<file path="src/rtl/spike_time_decoder.sv">
// spike_time_decoder
//   Converts the first rising edge on a rising-edge-coded spike line into its
//   arrival time, in aclk cycles counted from gamma_start (time 0). A gamma
//   cycle with no edge yields the infinity code GAMMA_CYCLE_WIDTH with
//   no_spike set. Results are queued in a small FIFO and handed out on a
//   valid/ready interface.
//
// Ports
//   aclk          clock
//   grst_n        asynchronous active-low reset
//   gamma_start   one-cycle pulse marking time 0 of a gamma cycle
//   spike_in      aclk-synchronous spike line, rising-edge coded
//   out_valid     FIFO head valid
//   out_ready     consumer accepts head when out_valid & out_ready
//   out_time      arrival time of head entry (0 when empty)
//   out_no_spike  head entry is the infinity code (0 when empty)
//   overflow      sticky: a result was dropped because the FIFO was full
//   overflow_clr  clears overflow (a same-cycle drop wins)
module spike_time_decoder #(
  parameter int GAMMA_CYCLE_WIDTH = 16,
  parameter int VALUE_WIDTH       = $clog2(GAMMA_CYCLE_WIDTH) + 1,
  parameter int FIFO_DEPTH        = 2
) (
  input  logic                   aclk,
  input  logic                   grst_n,
  input  logic                   gamma_start,
  input  logic                   spike_in,
  output logic                   out_valid,
  input  logic                   out_ready,
  output logic [VALUE_WIDTH-1:0] out_time,
  output logic                   out_no_spike,
  output logic                   overflow,
  input  logic                   overflow_clr
);

  localparam int PTR_W = $clog2(FIFO_DEPTH);
  localparam int LVL_W = PTR_W + 1;

  localparam logic [VALUE_WIDTH-1:0] LAST_CNT  = VALUE_WIDTH'(GAMMA_CYCLE_WIDTH - 1);
  localparam logic [VALUE_WIDTH-1:0] INF_CODE  = VALUE_WIDTH'(GAMMA_CYCLE_WIDTH);
  localparam logic [VALUE_WIDTH-1:0] FIRST_CNT = VALUE_WIDTH'(1);
  localparam logic [LVL_W-1:0]       FULL_LVL  = LVL_W'(FIFO_DEPTH);

  localparam logic [1:0] S_IDLE  = 2'd0;
  localparam logic [1:0] S_ARMED = 2'd1;
  localparam logic [1:0] S_DONE  = 2'd2;

  logic [1:0]             state_q, state_d;
  logic [VALUE_WIDTH-1:0] cnt_q, cnt_d;
  logic                   spike_prev_q;
  logic                   spike_edge;

  logic                   push;
  logic [VALUE_WIDTH-1:0] push_time;
  logic                   push_ns;

  logic [VALUE_WIDTH-1:0] time_mem_q [FIFO_DEPTH];
  logic                   ns_mem_q   [FIFO_DEPTH];
  logic [PTR_W-1:0]       rd_ptr_q, wr_ptr_q;
  logic [LVL_W-1:0]       level_q, level_d;
  logic                   overflow_q, overflow_d;
  logic                   pop, full, wr_en, drop;

  assign spike_edge = spike_in & ~spike_prev_q;

  // cnt_q holds the time of the current cycle; the gamma_start cycle is
  // time 0, so the first counting cycle after it is loaded with 1.
  always_comb begin
    state_d   = state_q;
    cnt_d     = cnt_q;
    push      = 1'b0;
    push_time = '0;
    push_ns   = 1'b0;
    if (gamma_start) begin
      // Restart has priority; an aborted cycle produces no result, and an
      // edge coincident with gamma_start is time 0 of the new cycle.
      cnt_d = FIRST_CNT;
      if (spike_edge) begin
        state_d = S_DONE;
        push    = 1'b1;
      end else begin
        state_d = S_ARMED;
      end
    end else begin
      case (state_q)
        S_ARMED: begin
          if (spike_edge) begin
            push      = 1'b1;
            push_time = cnt_q;
          end else if (cnt_q == LAST_CNT) begin
            push      = 1'b1;
            push_time = INF_CODE;
            push_ns   = 1'b1;
          end
          if (cnt_q == LAST_CNT) begin
            state_d = S_IDLE;
            cnt_d   = '0;
          end else begin
            state_d = spike_edge ? S_DONE : S_ARMED;
            cnt_d   = cnt_q + 1'b1;
          end
        end
        S_DONE: begin
          if (cnt_q == LAST_CNT) begin
            state_d = S_IDLE;
            cnt_d   = '0;
          end else begin
            cnt_d = cnt_q + 1'b1;
          end
        end
        S_IDLE: ;
        default: begin
          state_d = S_IDLE;
          cnt_d   = '0;
        end
      endcase
    end
  end

  always_ff @(posedge aclk or negedge grst_n) begin
    if (!grst_n) begin
      state_q      <= S_IDLE;
      cnt_q        <= '0;
      spike_prev_q <= 1'b0;
    end else begin
      state_q      <= state_d;
      cnt_q        <= cnt_d;
      spike_prev_q <= spike_in;
    end
  end

  // Result FIFO. A pop frees a slot in the same cycle, so push+pop when full
  // is accepted rather than dropped.
  assign pop   = (level_q != '0) & out_ready;
  assign full  = (level_q == FULL_LVL);
  assign wr_en = push & (~full | pop);
  assign drop  = push & full & ~pop;

  always_comb begin
    level_d = level_q;
    case ({wr_en, pop})
      2'b10:   level_d = level_q + 1'b1;
      2'b01:   level_d = level_q - 1'b1;
      default: level_d = level_q;
    endcase
  end

  assign overflow_d = drop | (overflow_q & ~overflow_clr);

  always_ff @(posedge aclk or negedge grst_n) begin
    if (!grst_n) begin
      rd_ptr_q   <= '0;
      wr_ptr_q   <= '0;
      level_q    <= '0;
      overflow_q <= 1'b0;
    end else begin
      level_q    <= level_d;
      overflow_q <= overflow_d;
      if (wr_en) wr_ptr_q <= wr_ptr_q + 1'b1;
      if (pop)   rd_ptr_q <= rd_ptr_q + 1'b1;
    end
  end

  // Storage needs no reset: the head is masked whenever the FIFO is empty.
  always_ff @(posedge aclk) begin
    if (wr_en) begin
      time_mem_q[wr_ptr_q] <= push_time;
      ns_mem_q[wr_ptr_q]   <= push_ns;
    end
  end

  assign out_valid    = (level_q != '0);
  assign out_time     = out_valid ? time_mem_q[rd_ptr_q] : '0;
  assign out_no_spike = out_valid ? ns_mem_q[rd_ptr_q] : 1'b0;
  assign overflow     = overflow_q;

endmodule

</file>
<file path="config.mk">
export PLATFORM = sky130hd
export DESIGN_NAME = spike_time_decoder
export DESIGN_NICKNAME = d
export VERILOG_FILES = /design/src/rtl/spike_time_decoder.sv
export SDC_FILE = /design/constraint.sdc
export NUM_CORES = 1
export LEC_CHECK = 0
export ABC_AREA = 1
export BUFFER_PORTS_ARGS = -buffer_cell sky130_fd_sc_hd__buf_2
export CELL_PAD_IN_SITES_DETAIL_PLACEMENT = 1
export CELL_PAD_IN_SITES_GLOBAL_PLACEMENT = 2
export CORE_ASPECT_RATIO = 1.25
export CORE_MARGIN = 10
export CORE_UTILIZATION = 38
export CTS_CLUSTER_DIAMETER = 80
export DETAILED_ROUTE_END_ITERATION = 8
export PLACE_DENSITY = 0.83
export REMOVE_ABC_BUFFERS = 1
export SYNTH_ARGS = -nofsm -noshare
export SYNTH_HDL_FRONTEND = slang
export SYNTH_SLANG_ARGS = --single-unit
</file>
<file path="constraint.sdc">
create_clock -name aclk -period 4.85 [get_ports aclk]
set_input_delay 1.2125 -clock aclk [delete_from_list [all_inputs] [get_ports aclk]]
set_output_delay 1.2125 -clock aclk [all_outputs]
set_load 0.005 [all_outputs]
</file>
==> results.sh, run 1 <==
export IMPL_synth_fa_ha_area_share_pct=3.850
export IMPL_synth_seq_cells=25
export IMPL_slowest_stage="dfrtp_1"
export IMPL_muxShareOfSynthArea_pct=0
export IMPL_synth_compound_area_share_pct=9.240
export IMPL_finalNonFillerCells=189
export IMPL_numCtsBuffers=3
export IMPL_critPathArrivalTime_ns=1.27
export IMPL_power_density_nw_per_um2=477.6
export IMPL_grt_antenna_before_repair=0
export IMPL_synth_top_family_by_area="simple AND/OR/NAND/NOR gates"
export IMPL_avgViaCountPerCell=4.984
export IMPL_hold_class="flip-flop to flip-flop"
export IMPL_tightest_slew_ns=0.4364
export IMPL_synth_edf_count=12
export IMPL_htreeDepth=1
export IMPL_antenna_cells=0
export IMPL_fmax_ghz=0.4033
export IMPL_cts_setup_buffers=0
export IMPL_p_total_w=0.0006955
export IMPL_numClockSinks=25
export IMPL_critPathMaxStageDelay_ns=0.48
export IMPL_fp_row_count=23
export IMPL_rsz0062_at_grt="false"
export IMPL_fin_crit_ns=2.480
export IMPL_dieArea_um2=6175
export IMPL_cts_clk_slew_worst_paths_ns=0.08
export IMPL_pwr_share_comb_pct=37.6
export IMPL_p_switching_w=0.0002727
export IMPL_crit_buf_inv=2
export IMPL_clock_skew_ns=0.007139
export IMPL_die_height_um=85.40
export IMPL_synthCells=136
export IMPL_drt_iter0_drc=15
export IMPL_ctsResizeCount=0
export IMPL_p_int_w=0.0004229
export IMPL_grt_util_all_layers_pct=9.198
export IMPL_switching_share_pct=39.20
export IMPL_outcome="completed"
export IMPL_grt_pass1_vias=1033
export IMPL_grt_max_degree=16
export IMPL_crit_path_end_kind="output port"
export IMPL_cts_hold_buf=0
export IMPL_grt_pass1_wl_mm=4.636
export IMPL_p_clk_share_pct=17.9
export IMPL_dpl_worst_slack_ns=2.220
export IMPL_drv_cap=0
export IMPL_io_pins=14
export IMPL_power_leakage_nw=0.6401
export IMPL_ys_flop_type="dfrtp_1"
export IMPL_yosysUniqueCellTypes=24
export IMPL_nets=163
export IMPL_vdd_drop_max_mv=0.2443
export IMPL_clk_path_buf_depth=2
export IMPL_path_delay_family="flip-flops"
export IMPL_setup_violations_final=0
export IMPL_synth_xor_xnor_area_share_pct=1.347
export IMPL_avgSynthCellArea_um2=9.559
export IMPL_dp_hpwl_mm=2.155
export IMPL_drt_pass1_iterations=4
export IMPL_ant_nets=0
export IMPL_place_congestion=0.7388
export IMPL_yosysTopAreaCell="edfxtp_1"
export IMPL_cts_root_buf="clkbuf_8"
export IMPL_synthArstFlopShare_pct=52.00
export IMPL_hold_viol_final=0
export IMPL_critical_path_class="flip-flop to output port"
export IMPL_drt_total_wl_mm=2.603
export IMPL_synth_warnings=0
export IMPL_port_buffers=13
export IMPL_drc_errors=0
export IMPL_synth_top_cells_by_area="edfxtp_1 (28%), dfrtp_1 (25%), nand2_1 (6.9%), inv_1 (5.8%), a21oi_1 (4.6%)"
export IMPL_place_inst=185
export IMPL_drive_gt1_share_pct=23.68
export IMPL_seq_area_frac_synth_pct=52.74
export IMPL_core_area_um2=3252
export IMPL_insertion_delay_ns=0.27
export IMPL_yosys_area_share_simple_pct=25.89
export IMPL_syn_area_um2=1300
export IMPL_avgRoutedWirePerCell_um=13.77
export IMPL_cts_tree="yes"
export IMPL_synthToLayoutAreaGrowth_pct=12.03
export IMPL_dr_total_vias=942
export IMPL_start_util_pct=39.98
export IMPL_fin_crit_sh_pct=51.13
export IMPL_die_x_um=72.32
export IMPL_critPathLaunchType="flip-flop"
export IMPL_relSlewSlack_pct=70.80
export IMPL_setup_ws_ns=2.370
export IMPL_path_max_fanout=8
export IMPL_nFillCells=383
export IMPL_finalSetupTns_ns=0
export IMPL_maxSlewViolCount=0
export IMPL_overflow=0
export IMPL_cp_required_ns=3.64
export IMPL_p_seq_share_pct=44.6
export IMPL_synthDominantCellAreaShare_pct=27.72
export IMPL_worstPathCellList="inv_1 > nand2_1 > a21oi_1 > buf_2"
## layout make-up
class / instances / area, um^2 / share of cell area, %
sequential: 25 / 685.7 / 47.08
multi-input combinational: 87 / 524.3 / 36.00
inverter: 23 / 86.33 / 5.928
timing repair buffer: 13 / 65.06 / 4.467
tap: 37 / 46.29 / 3.179
clock buffer: 3 / 41.29 / 2.835
clock inverter: 1 / 7.507 / 0.5155
## worst min-delay path: cells and delay by family (launching register included)
family	cells	cell delay [ns]
buf+inv	1	0.05
compound gates	1	0.06
flops	1	0.38
## registers in the layout, indices dropped and copies added, names as in the netlist
| name | cells |
|---|---|
| cnt_q | 5 |
| level_q | 2 |
| ns_mem_q | 2 |
| overflow | 1 |
| rd_ptr_q | 1 |
| spike_prev_q | 1 |
| state_q | 2 |
| time_mem_q | 10 |
| wr_ptr_q | 1 |
## cells in the mapped netlist, types with 4 or more instances
library cell  instances
edfxtp_1             12
nand2_2               4
ha_1                  4
inv_1                20
nor2_2                4
a21oi_1              12
nand3_1               9
dfrtp_1              13
nor2_1                7
nand2_1              24
## power groups by stage
stage          clock [W]  combinational [W]  sequential (W)
6_report        0.000124           0.000261        0.000310
5_1_grt         0.000140           0.000306        0.000318
4_1_cts         0.000128           0.000268        0.000311
3_5_place_dp           0           0.000266        0.000315
3_3_place_gp           0           0.000257        0.000313
2_1_floorplan          0           0.000188        0.000302
## placed cells by master (no fill, tap or decap)
cell type / Yosys / layout
a21oi_1: 12 / 12
nand2_1: 24 / 24
clkbuf_8: 0 / 3
ha_1: 4 / 4
buf_2: 0 / 13
nor2_1: 7 / 7
inv_1: 20 / 20
inv_2: 3 / 3
edfxtp_1: 12 / 12
clkinvlp_4: 0 / 1
o21ai_0: 3 / 3
nor2_4: 3 / 3
nand4_2: 1 / 1
nand2_2: 4 / 4
or2_1: 1 / 1
o21ai_1: 3 / 3
nand3_4: 2 / 2
nand4_1: 2 / 2
nor2_2: 4 / 4
nand3_1: 9 / 9
dfrtp_1: 13 / 13
xor2_1: 2 / 2
nand3_2: 1 / 1
a31oi_4: 1 / 1
nor3_1: 3 / 3
o221ai_1: 1 / 1
## logic make-up after synthesis
| kind of cell | Yosys count |
|---|---|
| AOI/OAI and AO/OA | 20 |
| xor gates and xnor gates | 2 |
| adders and majority gates | 4 |
| buffers and inverters | 24 |
| DFF | 25 |
| and+or+nand+nor | 61 |
## per-layer routing
metal / global-route usage [%] / up-vias / part of all wire, %
met2: 16.02 / 14 / 52
met4: 4.056 / 0 / 0.88
met5: 0 / - / 0
li1: - / 478 / -
met3: 2.797 / 4 / 4.5
met1: 9.829 / 446 / 43
## path summary, 6_finish.rpt
check | from | end | slack, ns | cells past startpoint
max | rd_ptr_q | out_time[4] | 2.37 | 4
min | overflow | overflow | 0.52 | 2
min reg2reg | overflow | overflow | 0.52 | 2
max reg2reg | state_q[1] | ns_mem_q[0] | 2.93 | 8
max in group asynchronous | grst_n | wr_ptr_q | 3.79 | 1
min in group asynchronous | grst_n | cnt_q[3] | 0.82 | 1
## stage by stage
step | util (%) | hold WS, ns | cell area (um^2)
finish | 44.79 | 0.5210 | 1456
global route | 44.79 | 0.5718 | 1456
CTS | 44.79 | 0.5237 | 1456
detailed placement | 43.29 | 0.5076 | 1408
global placement | 43.29 | 0.5071 | 1408
floorplan | - | 0.4846 | 1296
No activity file was read; power rests on OpenSTA's default activity.
==> run 2, diff against run 1 <==
ABC_AREA = 0   (was 1)
CORE_UTILIZATION = 37   (was 38)
PLACE_DENSITY = 0.78   (was 0.83)
clock period = 2.58 ns   (was 4.85 ns; I/O delays follow)
==> results.sh, run 2 <==
export IMPL_place_inst=155
export IMPL_hold_class="input pin to asynchronous set/reset pin"
export IMPL_multi_input_area_um2=501.7
export IMPL_synthTopCellsByCount="nor2_1 (14), dfrtp_1 (13), edfxtp_1 (12)"
export IMPL_slowest_stage="nor2b_1"
export IMPL_avgSynthCellArea_um2=11.31
export IMPL_clock_skew_ns=0.001552
export IMPL_tightest_slew_ns=0.5048
export IMPL_outcome="completed"
export IMPL_synth_xor_xnor_area_share_pct=1.434
export IMPL_yosysTopAreaCell="edfxtp_1"
export IMPL_cts_tree="yes"
export IMPL_finalSetupTns_ns=0
export IMPL_top_regs="time_mem_q x10, cnt_q x5"
export IMPL_yosys_area_share_simple_pct=20.80
export IMPL_maxSlewViolCount=0
export IMPL_p_switching_w=0.0002868
export IMPL_synth_seq_cells=25
export IMPL_switching_share_pct=29.40
export IMPL_clk_path_buf_depth=2
export IMPL_dr_max_layer_used="met4"
export IMPL_start_util_pct=38.23
export IMPL_cts_hold_buf=0
export IMPL_insertion_delay_ns=0.25
export IMPL_fmax_ghz=0.4658
export IMPL_crit_path_start="cnt_q[0]"
export IMPL_drt_pass1_iterations=2
export IMPL_cts_root_buf="clkbuf_8"
export IMPL_reg2reg_from="cnt_q[0]"
export IMPL_seq_area_frac_synth_pct=56.15
export IMPL_setup_violations_final=0
export IMPL_grt_util_all_layers_pct=7.943
export IMPL_synthDominantCellAreaShare_pct=29.51
export IMPL_fp_row_count=23
export IMPL_die_height_um=84.23
export IMPL_dieArea_um2=6013
export IMPL_drt_total_wl_mm=2.256
export IMPL_rsz0062_at_grt="false"
export IMPL_antenna_cells=0
export IMPL_port_buffers=13
export IMPL_r2r_slack_ns=0.43
export IMPL_regMostFlops="time_mem_q"
export IMPL_nets=133
export IMPL_synth_fa_ha_area_share_pct=4.098
export IMPL_htreeDepth=1
export IMPL_synthToLayoutAreaGrowth_pct=11.58
export IMPL_drc_errors=0
export IMPL_overflow=0
export IMPL_critPathMaxStageDelay_ns=0.46
export IMPL_critical_path_class="flip-flop to flip-flop"
export IMPL_reg2reg_depth=5
export IMPL_drv_cap=0
export IMPL_ant_nets=0
export IMPL_p_int_w=0.0006888
export IMPL_avgRoutedWirePerCell_um=14.19
export IMPL_cts_clk_slew_worst_paths_ns=0.08
export IMPL_grt_pass1_vias=899
export IMPL_grt_antenna_before_repair=0
export IMPL_finalNonFillerCells=159
export IMPL_met1_length_um=980
export IMPL_p_seq_share_pct=54.0
export IMPL_final_common_cell="nor2_1"
export IMPL_crit_path_end_kind="flip-flop"
export IMPL_synth_edf_count=12
export IMPL_core_area_um2=3194
export IMPL_power_density_nw_per_um2=715.9
export IMPL_drt_iter0_drc=23
export IMPL_seq_area_um2=685.7
export IMPL_hold_viol_final=0
export IMPL_power_leakage_nw=0.5985
export IMPL_synth_top_family_by_area="simple AND/OR/NAND/NOR gates"
export IMPL_endpoint="time_mem_q[0][1]"
export IMPL_dp_hpwl_mm=1.824
export IMPL_relSlewSlack_pct=66.28
export IMPL_synth_top_cells_by_area="edfxtp_1 (30%), dfrtp_1 (27%), mux2i_1 (4.9%), nor2_1 (4.3%), ha_1 (4.1%)"
export IMPL_syn_area_um2=1221
export IMPL_grt_max_degree=14
export IMPL_muxShareOfSynthArea_pct=4.918
export IMPL_critPathLaunchType="flip-flop"
export IMPL_synth_warnings=0
export IMPL_cp_required_ns=2.48
export IMPL_final_cell_mix="nor2_1 (14), dfrtp_1 (13), buf_2 (13)"
export IMPL_largest_reg_flops=10
export IMPL_synth_compound_area_share_pct=9.836
export IMPL_ctsResizeCount=0
export IMPL_path_max_fanout=9
export IMPL_numClockSinks=25
export IMPL_yosysUniqueCellTypes=34
export IMPL_dr_total_vias=825
export IMPL_met2WireLength_mm=1.132
export IMPL_synthArstFlopShare_pct=52.00
export IMPL_drive_gt1_share_pct=16.39
export IMPL_route_met3_wl_um=120
export IMPL_vdd_drop_max_mv=0.3136
export IMPL_avgViaCountPerCell=5.189
export IMPL_numCtsBuffers=3
export IMPL_die_x_um=71.39
export IMPL_synthCells=108
export IMPL_r2r_end="time_mem_q[0][1]"
export IMPL_critPathArrivalTime_ns=2.05
export IMPL_nFillCells=356
export IMPL_ys_flop_type="dfrtp_1"
export IMPL_io_pins=14
export IMPL_fin_crit_sh_pct=83.21
export IMPL_grt_pass1_wl_mm=4.015
export IMPL_cts_setup_buffers=0
export IMPL_yosysMostFrequentCell="nor2_1"
export IMPL_p_clk_share_pct=22.3
export IMPL_fin_crit_ns=2.147
export IMPL_place_congestion=0.7462
export IMPL_pwr_share_comb_pct=23.7
export IMPL_worstPathCellList="ha_1 > nand4b_4 > o22a_1 > a21oi_2 > nor2b_1"
## run 2: cell count changes after synthesis, sizes merged, moves of 3 or more
cell	delta
a21oi	-5
nand3	-8
nor2b	+4
o21ai	-3
nand2	-23
mux2i	+6
inv	-18
and2	+5
## run 2: through the flow
stage	instance area [um^2]	setup WS, ns	util (%)	total power (W)	hold WS [ns]
floorplan	1206	0.6512	-	0.0006883	0.3494
global placement	1318	0.3546	41.25	0.0007605	0.4708
detailed placement	1318	0.2865	41.25	0.0007742	0.4939
CTS	1363	0.4211	42.66	0.0009960	0.2703
global route	1363	0.2523	42.66	0.001053	0.2701
finish	1363	0.4332	42.66	0.0009755	0.2738
## run 2: cell type report
type / instances / share of cell area [%]
well taps: 37 / 3.398
flip-flops and latches: 25 / 50.32
multi-input cells: 75 / 36.82
clock buffers: 4 / 3.306
repair buffers: 13 / 4.775
inverters: 5 / 1.377
## run 2: worst max-delay path, delay by kind of cell (launching register included)
| family | cells | cell delay (ns) |
|---|---|---|
| compound gates | 2 | 0.45 |
| fa+ha+maj | 1 | 0.28 |
| flops | 1 | 0.41 |
| simple gates | 2 | 0.66 |
## run 2: worst min-delay path by stage
stage               startpoint           end  slack [ns]  cells after the start
floorplan               grst_n      cnt_q[0]        0.35                      0
global placement      wr_ptr_q      wr_ptr_q        0.47                      1
detailed placement    wr_ptr_q      wr_ptr_q        0.49                      1
CTS                     grst_n      overflow        0.27                      1
global route            grst_n      cnt_q[2]        0.27                      1
finish                  grst_n  spike_prev_q        0.27                      1
## run 2: per-layer routing
metal | up-vias | global-route usage, %
li1 | 416 | -
met1 | 397 | 8.741
met2 | 10 | 13.42
met3 | 2 | 2.827
met4 | 0 | 3.175
met5 | - | 0
## run 2: logic make-up (layout without fill, tap and decap cells)
| family | Yosys count | after routing |
|---|---|---|
| AOI/OAI and AO/OA | 19 | 19 |
| DFF | 25 | 25 |
| xor gates and xnor gates | 2 | 2 |
| and+or+nand+nor | 44 | 44 |
| buffers and inverters | 8 | 22 |
| muxes | 6 | 6 |
| adders and majority gates | 4 | 4 |
## run 2: power groups by stage
stage / combinational, W / sequential [W] / clock (W)
detailed placement: 0.000237 / 0.000537 / 0
global route: 0.000265 / 0.000536 / 0.000252
floorplan: 0.000165 / 0.000523 / 0
global placement: 0.000227 / 0.000533 / 0
CTS: 0.000238 / 0.000528 / 0.000230
finish: 0.000231 / 0.000527 / 0.000217
==> run 3, diff against run 2 <==
ABC_AREA = 1   (was 0)
CORE_UTILIZATION = 32   (was 37)
PLACE_DENSITY = 0.75   (was 0.78)
clock period = 1.8 ns   (was 2.58 ns; I/O delays follow)
==> results.sh, run 3 (synthesized netlist as in run 1, its figures left out) <==
export IMPL_grt_pass1_wl_mm=4.629
export IMPL_grt_max_degree=14
export IMPL_drc_errors=0
export IMPL_critPathLaunchType="flip-flop"
export IMPL_outcome="completed"
export IMPL_overflow=0
export IMPL_power_leakage_nw=0.6560
export IMPL_avgRoutedWirePerCell_um=12.81
export IMPL_fin_crit_sh_pct=93.83
export IMPL_setup_violations_final=0
export IMPL_die_height_um=91.26
export IMPL_drt_total_wl_mm=2.678
export IMPL_drv_cap=0
export IMPL_power_density_nw_per_um2=1255
export IMPL_fmax_ghz=0.5921
export IMPL_vdd_drop_max_mv=0.6387
export IMPL_nFillCells=457
export IMPL_drive_gt1_share_pct=26.45
export IMPL_reg2reg_from="state_q[1]"
export IMPL_cp_required_ns=1.35
export IMPL_crit_path_start="level_q[1]"
export IMPL_critPathMaxStageDelay_ns=0.44
export IMPL_nets=166
export IMPL_largest_reg_flops=10
export IMPL_cts_root_buf="clkbuf_8"
export IMPL_dr_total_vias=941
export IMPL_regMostFlops="time_mem_q"
export IMPL_top_regs="time_mem_q x10, cnt_q x5"
export IMPL_multi_input_area_um2=531.8
export IMPL_crit_path_end_kind="output port"
export IMPL_avgViaCountPerCell=4.502
export IMPL_finalSetupTns_ns=0
export IMPL_die_x_um=77.01
export IMPL_insertion_delay_ns=0.26
export IMPL_path_max_fanout=8
export IMPL_cts_hold_buf=0
export IMPL_clk_path_buf_depth=2
export IMPL_final_common_cell="nand2_1"
export IMPL_final_cell_mix="nand2_1 (24), inv_1 (18), dfrtp_1 (13), buf_2 (13)"
export IMPL_fp_row_count=25
export IMPL_synthToLayoutAreaGrowth_pct=15.69
export IMPL_dpl_worst_slack_ns=0.06583
export IMPL_start_util_pct=33.79
export IMPL_drt_pass1_iterations=4
export IMPL_htreeDepth=1
export IMPL_timing_hold_ws_ns=0.07094
export IMPL_grt_util_all_layers_pct=7.629
export IMPL_grt_antenna_before_repair=0
export IMPL_numCtsBuffers=3
export IMPL_numClockSinks=25
export IMPL_tightest_slew_ns=0.3346
export IMPL_dieArea_um2=7028
export IMPL_port_buffers=13
export IMPL_slowest_stage="dfrtp_1"
export IMPL_critPathArrivalTime_ns=1.24
export IMPL_hold_viol_final=0
export IMPL_grt_pass1_vias=1009
export IMPL_critical_path_class="flip-flop to output port"
export IMPL_antenna_cells=0
export IMPL_place_congestion=0.7257
export IMPL_drt_iter0_drc=7
export IMPL_cts_tree="yes"
export IMPL_io_pins=14
export IMPL_clock_skew_ns=0.005891
export IMPL_hold_class="input pin to asynchronous set/reset pin"
export IMPL_cts_clk_slew_worst_paths_ns=0.08
export IMPL_ant_nets=0
export IMPL_seq_area_um2=685.7
export IMPL_dp_hpwl_mm=2.220
export IMPL_maxSlewViolCount=0
export IMPL_relSlewSlack_pct=77.67
export IMPL_setup_ws_ns=0.1111
export IMPL_fin_crit_ns=1.689
export IMPL_core_area_um2=3847
export IMPL_worstPathCellList="nor2_2 > a21oi_1 > buf_2"
-- run 3: cell types whose count changed in the layout (fill, tap and decap cells not counted), sizes merged, moves of 3 or more --
cell	delta
nor2b	-4
buf	+3
o21ai	+3
inv	+18
a21oi	+5
and2	-5
mux2i	-6
nand3	+8
nand2	+23
-- run 3: worst max-delay path: cells and delay by family, from the launching register on --
family	cells	cell delay, ns
DFF	1	0.44
and+or+nand+nor	1	0.32
AOI/OAI and AO/OA	1	0.07
buffers and inverters	1	0.14
-- run 3: power breakdown --
group | total (W) | switching [W] | internal [W]
Combinational | 0.000733 | 0.000451 | 0.000282
Clock | 0.000317 | 0.000160 | 0.000157
Sequential | 0.000838 | 0.000120 | 0.000719
Total | 0.00189 | 0.000730 | 0.00116
-- run 3: through the flow --
stage | util (%) | cell area (um^2) | total power [W] | instances
global placement | 37.33 | 1436 | 0.001543 | 203
CTS | 38.50 | 1481 | 0.001899 | 207
floorplan | - | 1296 | 0.001321 | 135
detailed placement | 37.33 | 1436 | 0.001575 | 203
finish | 39.09 | 1504 | 0.001888 | 209
global route | 39.09 | 1504 | 0.002070 | 209
-- run 3: layer usage --
layer	track usage [%]	part of all wire (%)	vias to the layer above
li1	-	-	483
met1	9.206	45	445
met2	13.80	52	11
met3	1.381	3.0	2
met4	1.372	0.67	0
met5	0	0	-
-- run 3: final timing paths --
check	slack [ns]	endpoint	cells past startpoint
max in group asynchronous	1.49	cnt_q[2]	1
hold / removal	0.07	overflow	1
setup reg to reg	0.15	time_mem_q[0][4]	9
setup / recovery	0.11	out_time[4]	3
min in group aclk	0.31	spike_prev_q	1
hold reg to reg	0.53	overflow	2
-- run 3: final cells by class --
class,count,area share (%)
Inverter,23,5.740
Timing Repair Buffer,16,5.824
Clock buffer,4,2.995
Sequential cell,25,45.59
Tap cell,54,4.493
Multi-Input combinational cell,87,35.36
-- run 3: repair_timing --
action	CTS	global route
resized for setup	0	4
buffers inserted	0	2
endpoints found under the setup margin	0	18
